--- src/rtl/tt_serial_sub.sv ---
// Bit-serial subtractor, LSB first: diff = minuend - subtrahend over W enabled edges.
// start/ready/busy/done handshake; optional signed overflow via TT_SERIAL_SUB_SIGNED_EN.
//
// Ports:
//   clk, rst_n           clock, async active-low reset
//   ena                  clock enable (low = hold everything)
//   start                request, accepted in IDLE
//   minuend, subtrahend  W-bit operands latched on accept
//   ready, busy, done    IDLE / RUN / DONE state flags
//   diff, borrow_out     result and final borrow, held until next result
//   overflow             signed overflow (0 unless TT_SERIAL_SUB_SIGNED_EN)
module tt_serial_sub #(
  parameter int W  = 8,
  parameter int CW = 4
) (
  input  logic         clk,
  input  logic         rst_n,
  input  logic         ena,
  input  logic         start,
  input  logic [W-1:0] minuend,
  input  logic [W-1:0] subtrahend,
  output logic         ready,
  output logic         busy,
  output logic         done,
  output logic [W-1:0] diff,
  output logic         borrow_out,
  output logic         overflow
);

  typedef enum logic [1:0] {
    S_IDLE,
    S_RUN,
    S_DONE
  } state_t;

  state_t state, state_nx;

  logic [W-1:0]  a_sh, b_sh;
  logic [W-2:0]  res_sh;
  logic [W-1:0]  res_nx;
  logic [CW-1:0] cnt;
  logic          borrow;
  logic          a0, b0, d, borrow_nx, last;

  assign a0        = a_sh[0];
  assign b0        = b_sh[0];
  assign d         = a0 ^ b0 ^ borrow;
  assign borrow_nx = (~a0 & b0) | (~(a0 ^ b0) & borrow);
  assign res_nx    = {d, res_sh};
  assign last      = (cnt == CW'(W - 1));

  assign ready = (state == S_IDLE);
  assign busy  = (state == S_RUN);
  assign done  = (state == S_DONE);

  always_ff @(posedge clk or negedge rst_n) begin
    if (!rst_n) begin
      state <= S_IDLE;
    end else begin
      state <= state_nx;
    end
  end

  always_comb begin
    state_nx = state;
    if (ena) begin
      unique case (state)
        S_IDLE:  if (start) state_nx = S_RUN;
        S_RUN:   if (last) state_nx = S_DONE;
        S_DONE:  state_nx = S_IDLE;
        default: state_nx = S_IDLE;
      endcase
    end
  end

  always_ff @(posedge clk or negedge rst_n) begin
    if (!rst_n) begin
      a_sh       <= '0;
      b_sh       <= '0;
      res_sh     <= '0;
      cnt        <= '0;
      borrow     <= 1'b0;
      diff       <= '0;
      borrow_out <= 1'b0;
    end else if (ena) begin
      unique case (state)
        S_IDLE: begin
          if (start) begin
            a_sh   <= minuend;
            b_sh   <= subtrahend;
            borrow <= 1'b0;
            cnt    <= '0;
          end
        end
        S_RUN: begin
          a_sh   <= a_sh >> 1;
          b_sh   <= b_sh >> 1;
          res_sh <= res_nx[W-1:1];
          borrow <= borrow_nx;
          cnt    <= cnt + CW'(1);
          if (last) begin
            diff       <= res_nx;
            borrow_out <= borrow_nx;
          end
        end
        default: ;
      endcase
    end
  end

`ifdef TT_SERIAL_SUB_SIGNED_EN
  // On the last bit the shift regs hold the operand sign bits in [0]
  // and d is the result sign, so no separate sign capture is needed.
  logic ovf_q;

  always_ff @(posedge clk or negedge rst_n) begin
    if (!rst_n) begin
      ovf_q <= 1'b0;
    end else if (ena && state == S_RUN && last) begin
      ovf_q <= (a0 != b0) && (d != a0);
    end
  end

  assign overflow = ovf_q;
`else
  assign overflow = 1'b0;
`endif

endmodule
--- config.mk ---
export PLATFORM = sky130hd
export DESIGN_NAME = tt_serial_sub
export DESIGN_NICKNAME = d
export VERILOG_FILES = /design/src/rtl/tt_serial_sub.sv
export SDC_FILE = /design/constraint.sdc
export NUM_CORES = 1
export LEC_CHECK = 0
export CAP_MARGIN = 20
export CORE_AREA = 4 4 90 50
export DETAILED_ROUTE_END_ITERATION = 12
export DIE_AREA = 0 0 94 54
export GPL_TIMING_DRIVEN = 0
export PLACE_DENSITY = 0.85
export SLEW_MARGIN = 5
export SYNTH_ARGS = -nofsm -noshare
export SYNTH_HDL_FRONTEND = slang
export SYNTH_SLANG_ARGS = --single-unit
--- constraint.sdc ---
create_clock -name clk -period 3.1 [get_ports clk]
set_input_delay 0.62 -clock clk [delete_from_list [all_inputs] [get_ports clk]]
set_output_delay 0.62 -clock clk [all_outputs]
set_load 0.005 [all_outputs]
==> impl_results.md <==
- Worst Path Required: approximately 2500 ps
- R2R depth: 4
- 1st-iter DRT viols: 38
- Post-Route WL: 3.602 mm
- Crit path launch: state[1]
- Final RePlAce weighted congestion: 0.8827
- Final Hold Violating Endpoints: 0
- Grt ovf: 0
- R2R Path End: a_sh[3]
- #FFs+latches synth: 39
- Worst R2R Setup Slack: 1300 ps
- Clock Path Buffers: 2
- Die area: 0.005076 mm2
- Routed vias: between 1,000 and 1,500
- TNS Setup: 0 ps
- Worst Hold Slack: 436.8 ps
- Post-CTS setup buffers: 0
- Leak Pwr: 1.035 nW
- Clock sink count: 39
- Initial Util: 48.45%
- Post-CTS resize count: 0
- Final Setup Violations: 0
- DRC viols: 0
- Metal-1 WL: ~1.6 mm
- F_max: roughly 410 MHz
- Gate Count Post-Synth: 135
- PortBufs: 31
- Htree depth: 2
- CP Capture Type: output port
- Area delta synth->final: 25.17%
- Num rows: 16
- WL met3: roughly 200 um
- Final Power: 0.001844 W
- Die Wd: 94 um
- Die Y: roughly 54 um
- Crit path time final: 2455 ps
- CTS tree: built
- Core ar.: approximately 0.0037 mm2
- Gr usage total: 15.86%
- Worst VDD drop: 0.3180 mV
- Met2 wire len: 1.752 mm
- Rel. slew slack: about 43%
- Finished Layout Cells: 228
- CP startpoint kind: register
- Syn Std Cell Area: 0.001804 mm2
- Yosys warnings: 0
- R2R Path Start: state[1]
- Vias in the first global route: between 1,000 and 1,500
- FILL cells: 303
- Worst Max-Slew Pin Slew: 857.8 ps
- Post-route antenna net violation count: 0
- Synth Net Count: around 160
- Largest net degree at the start of global routing: 40
- Arrival time at the worst endpoint: 1840 ps
- Global-route wire length before repair: ~6.1 mm
- Synth Area per Inst: between 10 and 15 um2
- CP Max Fanout: 10
- Hold WC Path Type: in -> async
- Placed Cells: 220
- Nets@finish: 195
- Number of distinct library cells after synthesis: 25
- CTS clk-pin slew, worst paths: around 70 ps
- Final slew viol count: 0
- Hpwl dp: approximately 2.7 mm
- RSZ-0062 raised after global routing: no
- Post-synthesis sequential area ratio: 54.09%
- Status: complete, no violations
- Hold_buf cts: 0
- Most frequent cells in the layout: 41 x mux2_2, 39 x dfrtp_1, 30 x clkdlybuf4s50_1
- Root Driver: clkbuf_8
- Antenna cells: 0
- Total of max-cap violations: 0
- Top Metal Used: met4
- Setup CP Type: reg -> out
- WL/cell: 15.80 um
- IO Pins: 33
- Worst Setup EP: busy
- Initial antenna violation count: 0
- Clock latency on the worst-skew pair: 290 ps
- Final Skew: 5.278 ps
- DR vias/cell: 5.197
- DR pass1 iterations: 5
- Layout cells sized above 1: 32.18%
- Most common library cell in the layout ignoring fill and taps: mux2_2
- P per Cell Area: 816.5 mW/mm2
- Num CTS Buffers: 5
- Period utilisation layout: 79.20%
[cells in the mapped netlist]
library cell / n / area (um2)
nand3_1: 3 / 15.01
mux2i_1: 3 / 30.03
fa_1: 1 / 20.02
o21ai_0: 10 / 50.05
nor3_4: 1 / 16.27
nand3b_4: 1 / 20.02
dfrtp_1: 39 / 975.9
ha_1: 1 / 12.51
buf_6: 1 / 11.26
nand4b_1: 1 / 8.760
buf_4: 3 / 22.52
a21o_1: 1 / 7.510
nand2b_1: 2 / 12.51
a31oi_1: 1 / 6.260
nor2_1: 4 / 15.01
nor4bb_1: 1 / 10.01
buf_2: 1 / 5.000
inv_1: 7 / 26.28
or4b_2: 1 / 10.01
nand2_1: 3 / 11.26
clkbuf_1: 2 / 7.510
o41ai_1: 3 / 26.28
nor2b_1: 3 / 18.77
conb_1: 1 / 3.750
mux2_2: 41 / 461.7
[sequential cells by signal (all words and copies together) (netlist names)]
name / count
borrow: 1
b_sh: 8
borrow_out: 1
state: 2
cnt: 4
a_sh: 8
diff: 8
res_sh: 7
[cells by family (layout without fill, tap and decap cells)]
logic type      after synthesis  count (layout)  synth area share, %
simple gates                 20              20                7.628
other cells                   1               1               0.2078
buf+inv                      14              53                4.022
fa+ha+maj                     2               2                1.803
mux                          44              44                27.25
compound gates               15              15                4.994
flops                        39              39                54.09
[final cells by class]
cell class	count	area, um2	area share [%]
Buffer	7	46.29	2.050
Clock buffer	7	76.32	3.379
Clock inverter	1	5.005	0.2216
Inverter	7	26.28	1.163
Multi-Input combinational cell	82	755.7	33.46
Sequential cell	39	975.9	43.21
Tap cell	54	67.56	2.992
Timing Repair Buffer	31	305.3	13.52
[critical path: stages, from the launching register on]
cell and delay (ps):
dfrtp_1 460, nand2b_1 180, buf_2 190, buf_6 170
inv_1 60, clkdlybuf4s50_1 490
[worst min path at each step]
stage          startpoint       to  cells past startpoint  slack, ps
2_1_floorplan       rst_n  a_sh[0]                      0        320
3_3_place_gp      b_sh[2]  b_sh[2]                      1        490
3_5_place_dp      b_sh[6]  b_sh[6]                      1        490
4_1_cts             rst_n  a_sh[5]                      1        470
5_1_grt             rst_n  diff[5]                      1        520
6_report            rst_n  diff[5]                      1        440
[routing by layer]
metal / vias to the layer above / GRT usage (%)
met5: - / 0
met1: 594 / 19.72
met4: 0 / 5.276
li1: 551 / -
met2: 36 / 26.79
met3: 4 / 5.028
[through the flow]
stage	util (%)	worst slack [ps]	instance area (um2)
floorplan	-	1474	1804
global placement	58.60	594.5	2182
detailed placement	58.47	525.3	2177
CTS	60.65	633.9	2258
global route	60.65	572.4	2258
finish	60.65	644.8	2258
[where the power goes]
part / switching (W) / internal [W] / total, W
Sequential: 0.000126 / 0.000703 / 0.000829
Clock: 0.000165 / 0.000158 / 0.000323
Combinational: 0.000265 / 0.000427 / 0.000692
Total: 0.000556 / 0.00129 / 0.00184
Note: power is estimated with default switching activity, not from simulation.
